==> src/rtl/csr_trap_ctrl.sv <==
// csr_trap_ctrl: sequences one decoded system instruction (CSRRW/S/C, ECALL, MRET)
// into read-modify-write or trap/return strobes on the machine-mode CSR file bus.
// Optional build macro: CSR_TRAP_ILLEGAL_EN (traps undefined ops and CSRRx to
// unimplemented addresses with mcause=2 instead of a no-op / normal access).
module csr_trap_ctrl #(
  parameter int unsigned     XLEN        = 64,
  parameter logic [XLEN-1:0] ECALL_CAUSE = XLEN'(11)
) (
  input  logic            clk,
  input  logic            rst,
  input  logic            req_valid,
  output logic            req_ready,
  input  logic [2:0]      req_op,
  input  logic            req_use_imm,
  input  logic [4:0]      req_zimm,
  input  logic            req_src_zero,
  input  logic [XLEN-1:0] req_rs1_data,
  input  logic [11:0]     req_csr_addr,
  input  logic [XLEN-1:0] req_pc,
  output logic            resp_valid,
  input  logic            resp_ready,
  output logic [XLEN-1:0] resp_rd_data,
  output logic            redirect_valid,
  output logic [XLEN-1:0] redirect_pc,
  output logic [3:0]      csr_ctl,
  output logic [11:0]     csr_addr,
  output logic [XLEN-1:0] mcause_value,
  output logic [XLEN-1:0] write_csr_data,
  input  logic [XLEN-1:0] read_csr_data
);

  localparam logic [2:0] OP_CSRRW = 3'b000;
  localparam logic [2:0] OP_CSRRS = 3'b001;
  localparam logic [2:0] OP_CSRRC = 3'b010;
  localparam logic [2:0] OP_ECALL = 3'b011;
  localparam logic [2:0] OP_MRET  = 3'b100;

  typedef enum logic [2:0] {
    S_IDLE,
    S_RD,
    S_WR,
    S_TRAP,
    S_RET,
    S_RESP
  } state_e;

  state_e          state_q, state_d;
  logic [2:0]      op_q, op_d;
  logic            use_imm_q, use_imm_d;
  logic [4:0]      zimm_q, zimm_d;
  logic            src_zero_q, src_zero_d;
  logic [XLEN-1:0] rs1_q, rs1_d;
  logic [11:0]     addr_q, addr_d;
  logic [XLEN-1:0] pc_q, pc_d;
  logic [XLEN-1:0] rd_data_q, rd_data_d;
  logic [XLEN-1:0] new_q, new_d;
  logic [XLEN-1:0] redir_q, redir_d;
  logic            redir_vld_q, redir_vld_d;
  logic            illegal_q, illegal_d;

  logic [XLEN-1:0] opnd;
  logic            addr_ok;

  // Operand select for the read-modify-write, from the latched request.
  always_comb begin
    opnd = use_imm_q ? {{(XLEN-5){1'b0}}, zimm_q} : rs1_q;
  end

  // Implemented-address check used only when illegal trapping is built in.
  always_comb begin
`ifdef CSR_TRAP_ILLEGAL_EN
    addr_ok = (req_csr_addr == 12'h300) || (req_csr_addr == 12'h305) ||
              (req_csr_addr == 12'h341) || (req_csr_addr == 12'h342);
`else
    addr_ok = 1'b1;
`endif
  end

  // State register and captured request/result fields.
  always_ff @(posedge clk) begin
    if (!rst) begin
      state_q     <= S_IDLE;
      op_q        <= '0;
      use_imm_q   <= 1'b0;
      zimm_q      <= '0;
      src_zero_q  <= 1'b0;
      rs1_q       <= '0;
      addr_q      <= '0;
      pc_q        <= '0;
      rd_data_q   <= '0;
      new_q       <= '0;
      redir_q     <= '0;
      redir_vld_q <= 1'b0;
      illegal_q   <= 1'b0;
    end else begin
      state_q     <= state_d;
      op_q        <= op_d;
      use_imm_q   <= use_imm_d;
      zimm_q      <= zimm_d;
      src_zero_q  <= src_zero_d;
      rs1_q       <= rs1_d;
      addr_q      <= addr_d;
      pc_q        <= pc_d;
      rd_data_q   <= rd_data_d;
      new_q       <= new_d;
      redir_q     <= redir_d;
      redir_vld_q <= redir_vld_d;
      illegal_q   <= illegal_d;
    end
  end

  // Next-state logic and capture of request, old CSR value and redirect target.
  always_comb begin
    state_d     = state_q;
    op_d        = op_q;
    use_imm_d   = use_imm_q;
    zimm_d      = zimm_q;
    src_zero_d  = src_zero_q;
    rs1_d       = rs1_q;
    addr_d      = addr_q;
    pc_d        = pc_q;
    rd_data_d   = rd_data_q;
    new_d       = new_q;
    redir_d     = redir_q;
    redir_vld_d = redir_vld_q;
    illegal_d   = illegal_q;
    unique case (state_q)
      S_IDLE: begin
        if (req_valid) begin
          op_d        = req_op;
          use_imm_d   = req_use_imm;
          zimm_d      = req_zimm;
          src_zero_d  = req_src_zero;
          rs1_d       = req_rs1_data;
          addr_d      = req_csr_addr;
          pc_d        = req_pc;
          rd_data_d   = '0;
          new_d       = '0;
          redir_d     = '0;
          redir_vld_d = 1'b0;
          illegal_d   = 1'b0;
          case (req_op)
            OP_CSRRW, OP_CSRRS, OP_CSRRC: begin
              if (addr_ok) begin
                state_d = S_RD;
              end else begin
                state_d     = S_TRAP;
                illegal_d   = 1'b1;
                redir_vld_d = 1'b1;
              end
            end
            OP_ECALL: begin
              state_d     = S_TRAP;
              redir_vld_d = 1'b1;
            end
            OP_MRET: begin
              state_d     = S_RET;
              redir_vld_d = 1'b1;
            end
            default: begin
`ifdef CSR_TRAP_ILLEGAL_EN
              state_d     = S_TRAP;
              illegal_d   = 1'b1;
              redir_vld_d = 1'b1;
`else
              state_d = S_RESP;
`endif
            end
          endcase
        end
      end
      S_RD: begin
        rd_data_d = read_csr_data;
        case (op_q)
          OP_CSRRS: new_d = read_csr_data | opnd;
          OP_CSRRC: new_d = read_csr_data & ~opnd;
          default:  new_d = opnd;
        endcase
        state_d = S_WR;
      end
      S_WR: state_d = S_RESP;
      S_TRAP: begin
        redir_d = read_csr_data;
        state_d = S_RESP;
      end
      S_RET: begin
        redir_d = read_csr_data;
        state_d = S_RESP;
      end
      S_RESP: begin
        if (resp_ready) state_d = S_IDLE;
      end
      default: state_d = S_IDLE;
    endcase
  end

  // Bus strobes and response outputs; strobes are forced off while reset is low
  // because the state register still holds the abandoned state in that cycle.
  always_comb begin
    req_ready      = 1'b0;
    resp_valid     = 1'b0;
    redirect_valid = 1'b0;
    csr_ctl        = 4'b0000;
    csr_addr       = '0;
    mcause_value   = '0;
    write_csr_data = '0;
    resp_rd_data   = rd_data_q;
    redirect_pc    = redir_q;
    unique case (state_q)
      S_IDLE: req_ready = 1'b1;
      S_RD: begin
        csr_ctl  = 4'b0100;
        csr_addr = addr_q;
      end
      S_WR: begin
        csr_addr       = addr_q;
        write_csr_data = new_q;
        if (op_q == OP_CSRRW || !src_zero_q) csr_ctl = 4'b1000;
      end
      S_TRAP: begin
        csr_ctl        = 4'b0010;
        write_csr_data = pc_q;
        mcause_value   = illegal_q ? XLEN'(2) : ECALL_CAUSE;
      end
      S_RET: csr_ctl = 4'b0001;
      S_RESP: begin
        resp_valid     = 1'b1;
        redirect_valid = redir_vld_q;
      end
      default: ;
    endcase
    if (!rst) begin
      csr_ctl        = 4'b0000;
      mcause_value   = '0;
      write_csr_data = '0;
    end
  end

endmodule

==> config.mk <==
export PLATFORM = sky130hd
export DESIGN_NAME = csr_trap_ctrl
export DESIGN_NICKNAME = d
export VERILOG_FILES = /design/src/rtl/csr_trap_ctrl.sv
export SDC_FILE = /design/constraint.sdc
export NUM_CORES = 1
export LEC_CHECK = 0
export CORE_AREA = 2 2 191 193
export DETAILED_ROUTE_END_ITERATION = 8
export DIE_AREA = 0 0 193 195
export DONT_BUFFER_PORTS = 1
export GPL_TIMING_DRIVEN = 0
export PLACE_DENSITY_LB_ADDON = 0.15
export SLEW_MARGIN = 20
export SYNTH_ARGS = -nofsm -noshare
export SYNTH_HDL_FRONTEND = slang
export SYNTH_SLANG_ARGS = --single-unit
==> constraint.sdc <==
create_clock -name clk -period 1.7 [get_ports clk]
set_input_delay 0.34 -clock clk [delete_from_list [all_inputs] [get_ports clk]]
set_output_delay 0.34 -clock clk [all_outputs]
set_load 0.02 [all_outputs]
==> results of run 1 <==
[final cells by class]
| class | instances | area (sq um) | area share [%] |
|---|---|---|---|
| timing repair buffer | 291 | 3260 | 15.7 |
| clock buffer | 54 | 1130 | 5.48 |
| multi-input combinational | 958 | 6470 | 31.3 |
| clock inverter | 13 | 126 | 0.611 |
| tap | 461 | 577 | 2.79 |
| inverter | 127 | 489 | 2.36 |
| sequential | 346 | 6940 | 33.5 |
| antenna | 1 | 2.50 | 0.0121 |
| buffer | 194 | 1700 | 8.22 |
[metal layers]
layer	part of all wire, %	vias to the layer above	global-route usage (%)
li1	-	6168	-
met1	41	6279	34.4
met2	49	529	47.6
met3	8.0	96	6.88
met4	2.9	0	9.15
met5	0	-	0
[worst max-delay path by stage]
stage	startpoint	end	depth (start not counted)
finish	state_q[0]	write_csr_data[56]	7
global route	state_q[0]	write_csr_data[56]	7
CTS	state_q[0]	write_csr_data[6]	8
detailed placement	rst	pc_q[40]	5
global placement	rst	pc_q[45]	5
floorplan	state_q[1]	write_csr_data[10]	6
[report_power, final]
part           total, mW  switching [mW]  internal [mW]  leakage [nW]
Combinational       4.66            2.42           2.23          5.42
Clock               8.38            3.42           4.96         0.617
Sequential          9.53           0.774           8.75          2.82
Total               22.6            6.61           15.9          8.86
[registers in the layout (all words and copies together) (netlist names)]
name and cells:
rs1_q 64, pc_q 64, state_q 3, addr_q 12
src_zero_q 1, use_imm_q 1, op_q 3, zimm_q 5
redirect_pc 64, resp_rd_data 64, redir_vld_q 1, new_q 64
[Yosys cell counts (all sizes together) (2+ instances only)]
library cell / count
mux2: 5
or4: 5
o21a: 2
nor2: 7
a21oi: 211
nor3: 4
buf: 130
xnor2: 2
nor4b: 2
o32ai: 59
dfxtp: 346
clkbuf: 71
inv: 127
or2: 2
and2: 15
o211ai: 10
nand3: 5
nor3b: 2
nand2: 302
a22o: 251
[through the flow]
step           setup WS, ns  cells
2_1_floorplan       -0.0569   1632
3_3_place_gp         -0.962   2093
3_5_place_dp          -1.00   2095
4_1_cts              -0.595   2422
5_1_grt              -0.640   2445
6_report             -0.590   2445
[cell usage in the layout (no fill, tap or decap), drive strengths merged, types with 5 or more instances in the layout]
master / n
clkinv: 7
inv: 128
o32ai: 59
nand3: 5
dfxtp: 346
and2: 15
clkbuf: 121
dlygate4sd3: 215
buf: 199
or4: 5
a21oi: 211
nor2: 7
conb: 61
a22o: 251
mux2: 5
nand2: 302
o211ai: 10
[kinds of logic (layout without fill, tap and decap cells)]
kind of cell | count (synthesis) | in the layout | share of synthesized area, %
AO/OA/AOI/OAI | 539 | 539 | 28.0
XOR/XNOR | 2 | 2 | 0.179
buffers and inverters | 328 | 679 | 11.4
flip-flops | 346 | 346 | 49.5
multiplexers | 6 | 6 | 0.474
other | 1 | 62 | 0.0268
AND/OR/NAND/NOR | 350 | 350 | 10.4
[what timing repair did]
| action | CTS | global route |
|---|---|---|
| buffers inserted | 37 | 18 |
| endpoints found under the hold margin | 284 | 0 |
| endpoints found under the setup margin | 429 | 429 |
| hold buffers | 215 | 0 |
| resized for setup | 314 | 169 |
| pin swaps | 31 | 53 |
| gates cloned | 12 | 10 |
==> summary.md, run 1 <==
| Metric | Value |
|---|---|
| Outcome | `finished, violations left` |
| Failing checks | `setup timing` |
| Post-synth top area share | `about half` |
| Setup ws final | `-0.590 ns` |
| Async SR Flop Fraction | `0%` |
| Vias in the first global route | `roughly 13000` |
| Post-synth EDFFs | `0` |
| Pwr Density | `between 1000 and 1500 nW/um^2` |
| CTS tree | `done` |
| Hold WC Path Type | `input port to flip-flop` |
| Die ar. | `37600 sq um` |
| Synthesized cell area | `between 10000 and 15000 sq um` |
| Rows | `69` |
| Initial antenna violation count | `2` |
| RSZ-0062 raised after global routing | `yes` |
| Initial Utilization | `39.6%` |
| Worst Path Class, Setup | `flip-flop to primary output` |
| Setup Skew | `0.0155 ns` |
| Skew-Pair Late Insertion Delay | `about 0.53 ns` |
| Reg2reg path depth | `7` |
| Critical Path RT | `around 1.4 ns` |
| Gr usage total | `approximately 28%` |
| Final instance area | `approximately 21000 sq um` |
| Hold_sp | `req_op[0]` |
| Buf+Inv Stages, Crit Path | `4` |
| Clock Tree Root | `clkbuf_16` |
| Layout cells sized above 1 | `a little over a fifth` |
| Worst path arrival time | `roughly 2.0 ns` |
| Final-report hold violation count | `0` |
| Placer congestion estimate | `roughly 0.81` |
| Worst hold margin | `a little over 0.02 ns` |
| Yosys warnings | `0` |
| Chip width | `~190 um` |
| Fmax | `437 MHz` |
| Io pins | `between 400 and 500` |
| Final net count | `~2200` |
| Worst R2R Setup Slack | `-0.32 ns` |
| Crit start category | `flip-flop` |
| Global-route wire length before repair | `around 80 mm` |
| CP peak stage delay | `approximately 0.36 ns` |
| Final Cycle Share | `135%` |
| Count of buffers from port buffering | `0` |
| Max VDD drop | `1.04 mV` |
| Reg-to-Reg End | `pc_q[25]` |
| LEAKAGE | `about 8.9 nW` |
| Fillers | `around 3100` |
| WL final | `55.4 mm` |
| Final setup fails | `329` |
| Worst R2R Start | `state_q[0]` |
| Max_cap viols | `0` |
| Clock sink count | `around 350` |
| Seq cells post-synth | `between 300 and 400` |
| Largest net degree at the start of global routing | `20` |
| Dpl hpwl | `roughly 36 mm` |
| Synthesis-to-finish area growth | `47.8%` |
| Setup TNS | `-84.78 ns` |
| Top cells by area, synth | `dfxtp_1 49%, a22o_1 16%, nand2_1 8.1%, a21oi_1 7.5%, o32ai_1 3.7%` |
| Register area share after synthesis | `roughly half` |
| Final ANT Viol Nets | `0` |
| Post-synth top area cell | `dfxtp_1` |
| Slew headroom | `between 60% and 70%` |
| Height of the die | `195 um` |
| Most common cell on crit path | `buf_6` |
| Clock Path Buffers | `3` |
| TritonCTS buffer count | `39` |
| Placed cell area | `between 10000 and 15000 sq um` |
| Hold endpoint | `redir_vld_q` |
| Pre-antenna DRT Iters | `5` |
| Clock Pin Slew Worst Setup and Hold Paths | `0.06 ns` |
| Netlist cell types | `40` |
| Final number of max-transition violations | `0` |
| Vias | `13100` |
| End-of-flow core utilization | `approximately three fifths` |
| Drc violations | `0` |
| Worst setup EP type | `primary output` |
| Predominant post-synthesis flop cell | `dfxtp_1` |
| Slew @ Worst Pin | `between 0.5 and 0.6 ns` |
| Grt total ovfl | `0` |
| Cells after synthesis | `between 1500 and 2000` |
| Initial DRC Count | `approximately 580` |
| Hold path cells | `2` |
| Routed WL per cell | `22.6 um` |
| Core area | `between 30000 and 40000 sq um` |
| Vias per inst | `~5.3` |
| Mapped Avg Cell Area | `between 8 and 9 sq um` |
| Minimum clock period | `between 2 and 2.5 ns` |
| Worst-path maximum fanout | `8` |
| CP top delay family | `buffers and inverters` |
| Crit-path slowest cell | `dfxtp_4` |
| Worst path cell trace | `buf_6, nand2_4, nor3_4, buf_6, buf_6, clkbuf_16, a22o_4` |
| Tot Pwr | `around 23 mW` |
| H-tree depth | `2` |
Note: power is estimated with default switching activity, not from simulation.
==> inputs of run 2 (changes only) <==
--- a/config.mk
+++ b/config.mk
@@ -10,7 +10,6 @@
 export DIE_AREA = 0 0 193 195
 export DONT_BUFFER_PORTS = 1
 export GPL_TIMING_DRIVEN = 0
-export PLACE_DENSITY_LB_ADDON = 0.15
 export SLEW_MARGIN = 20
 export SYNTH_ARGS = -nofsm -noshare
 export SYNTH_HDL_FRONTEND = slang
==> constraint.sdc (replaced) <==
create_clock -name clk -period 1.7 [get_ports clk]
set_input_delay 0.17 -clock clk [delete_from_list [all_inputs] [get_ports clk]]
set_output_delay 0.17 -clock clk [all_outputs]
set_load 0.02 [all_outputs]
==> run 2 against run 1 <==
The run still ends with setup timing left; sequential power is 0.7% higher; maximum frequency is 7.1% higher; clock-buffer cell count is 6 higher; sequential cell count stayed put; register-to-register slack worse by 0.06 ns; critical path depth is 1 lower; first-iteration DRC count is 35% higher; routed wire length is 7.3% higher; setup slack better by 0.15 ns; global-route usage is 0.75 points higher; critical endpoint is now write_csr_data[33]; largest cell class is now multi-input combinational cells.
==> summary.md, run 2 (synthesis results as in run 1) <==
| Metric | Value |
|---|---|
| Outcome | `finished, violations left` |
| Failing checks | `setup timing` |
| Routed WL per cell | `about 24 um` |
| Reg2reg path depth | `10` |
| Setup ws final | `-0.439 ns` |
| Initial Utilization | `39.6%` |
| Worst path arrival time | `between 1.5 and 2 ns` |
| Synthesis-to-finish area growth | `59.9%` |
| Max VDD drop | `0.946 mV` |
| Clock Pin Slew Worst Setup and Hold Paths | `0.06 ns` |
| Comb pwr share | `between 20 and 25%` |
| Slew @ Worst Pin | `about 1 ns` |
| Chip width | `193 um` |
| LEAKAGE | `between 9 and 10 nW` |
| Clock Tree Root | `clkbuf_16` |
| Worst setup EP type | `primary output` |
| Worst R2R Start | `state_q[1]` |
| Height of the die | `around 200 um` |
| Rows | `a little under 70` |
| Dpl hpwl | `~36 mm` |
| Fillers | `2785` |
| Hold_sp | `read_csr_data[56]` |
| Fmax | `roughly 470 MHz` |
| Final net count | `between 2000 and 2500` |
| WL final | `59.4 mm` |
| Die ar. | `between 30000 and 40000 sq um` |
| Switching Fraction | `between 30% and 40%` |
| Max_cap viols | `0` |
| Most common cell after layout, fill and taps aside | `dfxtp_1` |
| Dpl ws | `-0.879 ns` |
| CTS tree | `done` |
| Final number of max-transition violations | `0` |
| TritonCTS buffer count | `39` |
| Final-report hold violation count | `0` |
| Layout cells sized above 1 | `31.4%` |
| Switching Power | `roughly 7.3 mW` |
| Reg power frac | `between 30 and 40%` |
| H-tree depth | `2` |
| Tot Pwr | `24.0 mW` |
| Skew-Pair Late Insertion Delay | `about 0.56 ns` |
| P_int | `~17 mW` |
| Clk pwr share | `between 30% and 40%` |
| Largest net degree at the start of global routing | `20` |
| End-of-flow core utilization | `a little over three fifths` |
| Pre-antenna DRT Iters | `5` |
| Gr usage total | `~29%` |
| Crit start category | `flip-flop` |
| Initial DRC Count | `a little under 800` |
| Vias in the first global route | `between 10000 and 15000` |
| Vias per inst | `5.53` |
| Io pins | `between 400 and 500` |
| Count of buffers from port buffering | `0` |
| Placer congestion estimate | `0.849` |
| Global-route wire length before repair | `between 80 and 90 mm` |
| Final setup fails | `425` |
| Clock sink count | `~350` |
| Final ANT Viol Nets | `0` |
| Initial antenna violation count | `4` |
| Worst R2R Setup Slack | `-0.38 ns` |
| Pwr Density | `roughly 1100 nW/um^2` |
| Hold endpoint | `new_q[56]` |
| Most frequent cells in the layout | `341 x dfxtp_1, 216 x dlygate4sd3_1, 187 x a22o_1` |
| Final Cycle Share | `126%` |
| Setup Skew | `approximately 0.013 ns` |
| Grt total ovfl | `0` |
| Drc violations | `0` |
| Final instance area | `between 20000 and 25000 sq um` |
| Minimum clock period | `between 2 and 2.5 ns` |
| Slew headroom | `between 30% and 40%` |
| Reg-to-Reg End | `rs1_q[61]` |
| Critical Path RT | `approximately 1.5 ns` |
| Clock Path Buffers | `3` |
| Worst-path maximum fanout | `10` |
| RSZ-0062 raised after global routing | `yes` |
| Placed cell area | `14800 sq um` |
| Core area | `~35000 sq um` |
| Worst Path Class, Setup | `flip-flop to primary output` |
| Worst hold margin | `a little under 0.06 ns` |
| Hold path cells | `3` |
| Hold WC Path Type | `input port to flip-flop` |
| Vias | `approximately 14000` |
run 2: cell types whose count changed in the layout (fill, tap and decap cells not counted), sizes merged:
cell         delta
buf            +31
bufbuf          -4
clkbuf         +13
clkinv          -3
clkinvlp        -3
diode           +3
dlygate4sd3     +1
inv             -1
run 2: area by class of cell:
type / instances / area [sq um] / area share (%)
Clock buffer: 60 / 1210 / 5.39
Clock inverter: 6 / 83.8 / 0.375
Tap cell: 461 / 577 / 2.58
Sequential cell: 346 / 6940 / 31.0
Buffer: 192 / 1790 / 8.00
Multi-Input combinational cell: 958 / 7320 / 32.7
Antenna cell: 4 / 10.0 / 0.0447
Inverter: 127 / 489 / 2.19
Timing Repair Buffer: 328 / 3970 / 17.8
run 2: worst max-delay path by stage:
stage	start	to	slack [ns]	depth (start not counted)
2_1_floorplan	state_q[0]	write_csr_data[14]	0.02	6
3_3_place_gp	rst	pc_q[29]	-0.81	5
3_5_place_dp	state_q[0]	resp_rd_data[60]	-0.88	6
4_1_cts	state_q[1]	write_csr_data[2]	-0.43	7
5_1_grt	state_q[2]	write_csr_data[25]	-0.47	7
6_report	state_q[0]	write_csr_data[33]	-0.44	6
run 2: timing repair:
item	4_1_cts	5_1_grt
hold buffers	216	0
buffers inserted	52	23
resized for setup	404	374
hold endpoints to repair	345	0
pin swaps	50	143
setup endpoints to repair	429	426
cloned	24	18
run 2: critical path, stage by stage, from the launching register on:
cell and delay, ns:
dfxtp_4 0.35, buf_6 0.13, nor2_4 0.11, and3_4 0.25, buf_12 0.19, buf_8 0.18
a22o_4 0.18
run 2: metrics by stage:
stage	TNS, ns	cells
final	-99.87	2482
after global routing	-115.14	2481
after CTS	-80.30	2446
after detailed placement	-226.46	2094
after global placement	-240.52	2093
after floorplan	0	1632
run 2: per-layer routing:
layer / track usage (%) / vias to the layer above / routed length (um)
li1: - / 6266 / -
met3: 7.42 / 117 / 4490
met2: 48.3 / 633 / 29100
met4: 10.3 / 0 / 1880
met1: 35.2 / 6711 / 23900
met5: 0 / - / 0
run 2: power by group through the flow:
stage	sequential, mW	combinational [mW]	clock, mW
floorplan	9.49	2.20	0
global placement	9.62	2.93	0
detailed placement	9.63	2.99	0
CTS	9.51	4.76	8.74
global route	9.65	6.12	9.02
finish	9.60	5.79	8.65
==> inputs of run 3 (changes only) <==
--- a/config.mk
+++ b/config.mk
@@ -5,6 +5,7 @@
 export SDC_FILE = /design/constraint.sdc
 export NUM_CORES = 1
 export LEC_CHECK = 0
+export ABC_AREA = 1
 export CORE_AREA = 2 2 191 193
 export DETAILED_ROUTE_END_ITERATION = 8
 export DIE_AREA = 0 0 193 195
==> run 3 against run 2 <==
The flow still finishes with violations (setup timing); via count grew 13%; combinational power grew to 2.9 times the previous value; maximum frequency grew 7.2%; sequential power grew 30%; clock-buffer cell count shrank 7; critical endpoint is now mcause_value[0]; highest routed layer unchanged.
==> summary.md, run 3 <==
| Metric | Value |
|---|---|
| Outcome | `finished, violations left` |
| Failing checks | `setup timing` |
| Final-report hold violation count | `0` |
| Seq. cell area | `6940 sq um` |
| Routed WL per cell | `around 21 um` |
| Clock Path Buffers | `3` |
| Worst path arrival time | `1.83 ns` |
| Height of the die | `slightly below 200 um` |
| Synthesized cell area | `around 15000 sq um` |
| Final number of max-transition violations | `0` |
| Finished Layout Cells | `a little under 3000` |
| Worst setup EP type | `primary output` |
| Clock sink count | `about 350` |
| Reg power frac | `between 30% and 40%` |
| RSZ-0062 raised after global routing | `yes` |
| Vias in the first global route | `~15000` |
| Largest net degree at the start of global routing | `14` |
| Minimum clock period | `roughly 2.0 ns` |
| Drc violations | `0` |
| Hold path cells | `4` |
| Switching Power | `~16 mW` |
| Reg2reg path depth | `12` |
| Pwr Density | `1670 nW/um^2` |
| Fmax | `about 500 MHz` |
| WL final | `slightly above 60 mm` |
| Core area | `between 30000 and 40000 sq um` |
| Cell Count Post-Placement | `roughly 2600` |
| Critical Path RT | `around 1.5 ns` |
| Final ANT Viol Nets | `0` |
| Initial antenna violation count | `4` |
| LEAKAGE | `between 9 and 10 nW` |
| Switching Fraction | `roughly 41%` |
| Tot Pwr | `approximately 38 mW` |
| Netlist cell types | `23` |
| Most common cell after layout, fill and taps aside | `nand2_1` |
| Gr usage total | `between 20% and 30%` |
| Pre-antenna DRT Iters | `7` |
| Layout cells sized above 1 | `approximately a quarter` |
| Hold_sp | `read_csr_data[53]` |
| Most common cell on crit path | `buf_12` |
| TritonCTS buffer count | `40` |
| Worst Path Class, Setup | `flip-flop to primary output` |
| Slew @ Worst Pin | `between 0.8 and 0.9 ns` |
| Max_cap viols | `0` |
| Clk pwr share | `22.7%` |
| Setup Skew | `between 0.015 and 0.02 ns` |
| Placer congestion estimate | `about 0.90` |
| Async SR Flop Fraction | `0%` |
| Vias per inst | `about 5.2` |
| CTS tree | `done` |
| Setup ws final | `-0.295 ns` |
| Slew headroom | `41.0%` |
| Register area share after synthesis | `46.6%` |
| Final net count | `2706` |
| Seq cells post-synth | `roughly 350` |
| Vias | `between 15000 and 20000` |
| CP peak stage delay | `around 0.32 ns` |
| Skew-Pair Late Insertion Delay | `about 0.55 ns` |
| Final setup fails | `194` |
| Fillers | `between 2000 and 3000` |
| P_int | `22.4 mW` |
| Critical Path Source | `state_q[0]` |
| Area of the multi-input gates | `about 8400 sq um` |
| Predominant post-synthesis flop cell | `dfxtp_1` |
| Global-route wire length before repair | `about 83 mm` |
| H-tree depth | `2` |
| Worst R2R Start | `state_q[2]` |
| Synthesis-to-finish area growth | `53.5%` |
| Rows | `a little under 70` |
| Initial DRC Count | `slightly below 900` |
| Most frequent cell after synthesis | `nand2_1` |
| Dpl hpwl | `about 39 mm` |
| Die ar. | `about 38000 sq um` |
| Chip width | `about 190 um` |
| Grt total ovfl | `0` |
| Most frequent cells in the layout | `537 x nand2_1, 342 x dfxtp_1, 233 x nor2_1` |
| Max VDD drop | `1.03 mV` |
| Synth top cells by count | `601 x nand2_1, 346 x dfxtp_1, 270 x nor2_1` |
| Hold WC Path Type | `input port to flip-flop` |
| Post-synth top area cell | `dfxtp_1` |
| Io pins | `between 400 and 500` |
| Final Cycle Share | `117%` |
| Worst path cell trace | `inv_2, nor2_4, nand3_4, buf_12, buf_12, clkinvlp_4, buf_6` |
| Count of buffers from port buffering | `0` |
| Yosys warnings | `0` |
| Worst-path maximum fanout | `8` |
| Post-synth EDFFs | `0` |
| Post-synth top area share | `a little under half` |
| Crit start category | `flip-flop` |
| Clock Tree Root | `clkbuf_16` |
| Mapped Avg Cell Area | `~7.0 sq um` |
| Crit-path slowest cell | `dfxtp_2` |
| Clock Pin Slew Worst Setup and Hold Paths | `~0.060 ns` |
| Initial Utilization | `around two fifths` |
| Top cells by area, synth | `dfxtp_1 47%, nand2_1 15%, a21oi_1 7.5%, nor2_1 6.8%, inv_1 4.1%` |
| Cells after synthesis | `between 2000 and 2500` |
| Comb pwr share | `44.4%` |
run 3: power groups by stage:
stage	clock network, mW	logic (mW)	registers, mW
finish	8.69	17.0	12.5
floorplan	0	7.60	12.0
global route	9.06	18.2	12.7
detailed placement	0	10.3	12.4
global placement	0	10.2	12.4
CTS	8.79	12.6	12.3
run 3: what timing repair did:
| action | in CTS | in global routing |
|---|---|---|
| endpoints found under the setup margin | 364 | 418 |
| buffers inserted | 13 | 19 |
| hold endpoints to repair | 345 | 0 |
| hold buffers | 218 | 0 |
| pin swaps | 14 | 110 |
| cloned | 4 | 19 |
| gates resized for setup | 293 | 397 |
run 3: path summary, 6_finish.rpt:
check        slack (ns)              end
max               -0.30  mcause_value[0]
min                0.06        new_q[53]
max reg2reg       -0.14        new_q[15]
min reg2reg        0.46        zimm_q[1]
run 3: cell type report:
class	instances	share of cell area (%)
antenna	4	0.0439
buffer	210	8.23
clock buffer	53	5.04
clock inverter	11	0.620
inverter	168	2.91
multi-input combinational	1450	36.9
sequential	346	30.4
tap	461	2.53
timing repair buffer	272	13.4
run 3: per-layer routing:
layer	GRT usage, %	vias to the layer above	part of all wire [%]
li1	-	7337	-
met5	0	-	0
met1	33.7	7386	39
met2	50.1	685	49
met3	7.10	131	8.6
met4	11.5	0	3.8
run 3: cells by family after synthesis:
family | count (synthesis) | share of synthesized area [%]
AND/OR/NAND/NOR | 952 | 25.0
other | 1 | 0.0252
buffers and inverters | 378 | 13.1
flip-flops | 346 | 46.6
AO/OA/AOI/OAI | 437 | 15.3
run 3: worst max-delay path, delay by kind of cell, from the launching register on:
family / cells / cell delay [ns]
buf+inv: 5 / 0.83
simple gates: 2 / 0.12
flops: 1 / 0.32
run 3: metrics by stage:
step	TNS [ns]	util, %	hold WS (ns)	setup slack (ns)	area (sq um)
after floorplan	0	-	0.280	0.136	15100
after global placement	-74.70	44.3	0.282	-0.546	15700
after detailed placement	-78.81	44.3	0.285	-0.563	15700
after CTS	-28.55	58.5	0.0100	-0.341	20700
after global routing	-39.65	64.5	0.0425	-0.337	22800
final	-28.60	64.5	0.0610	-0.295	22800
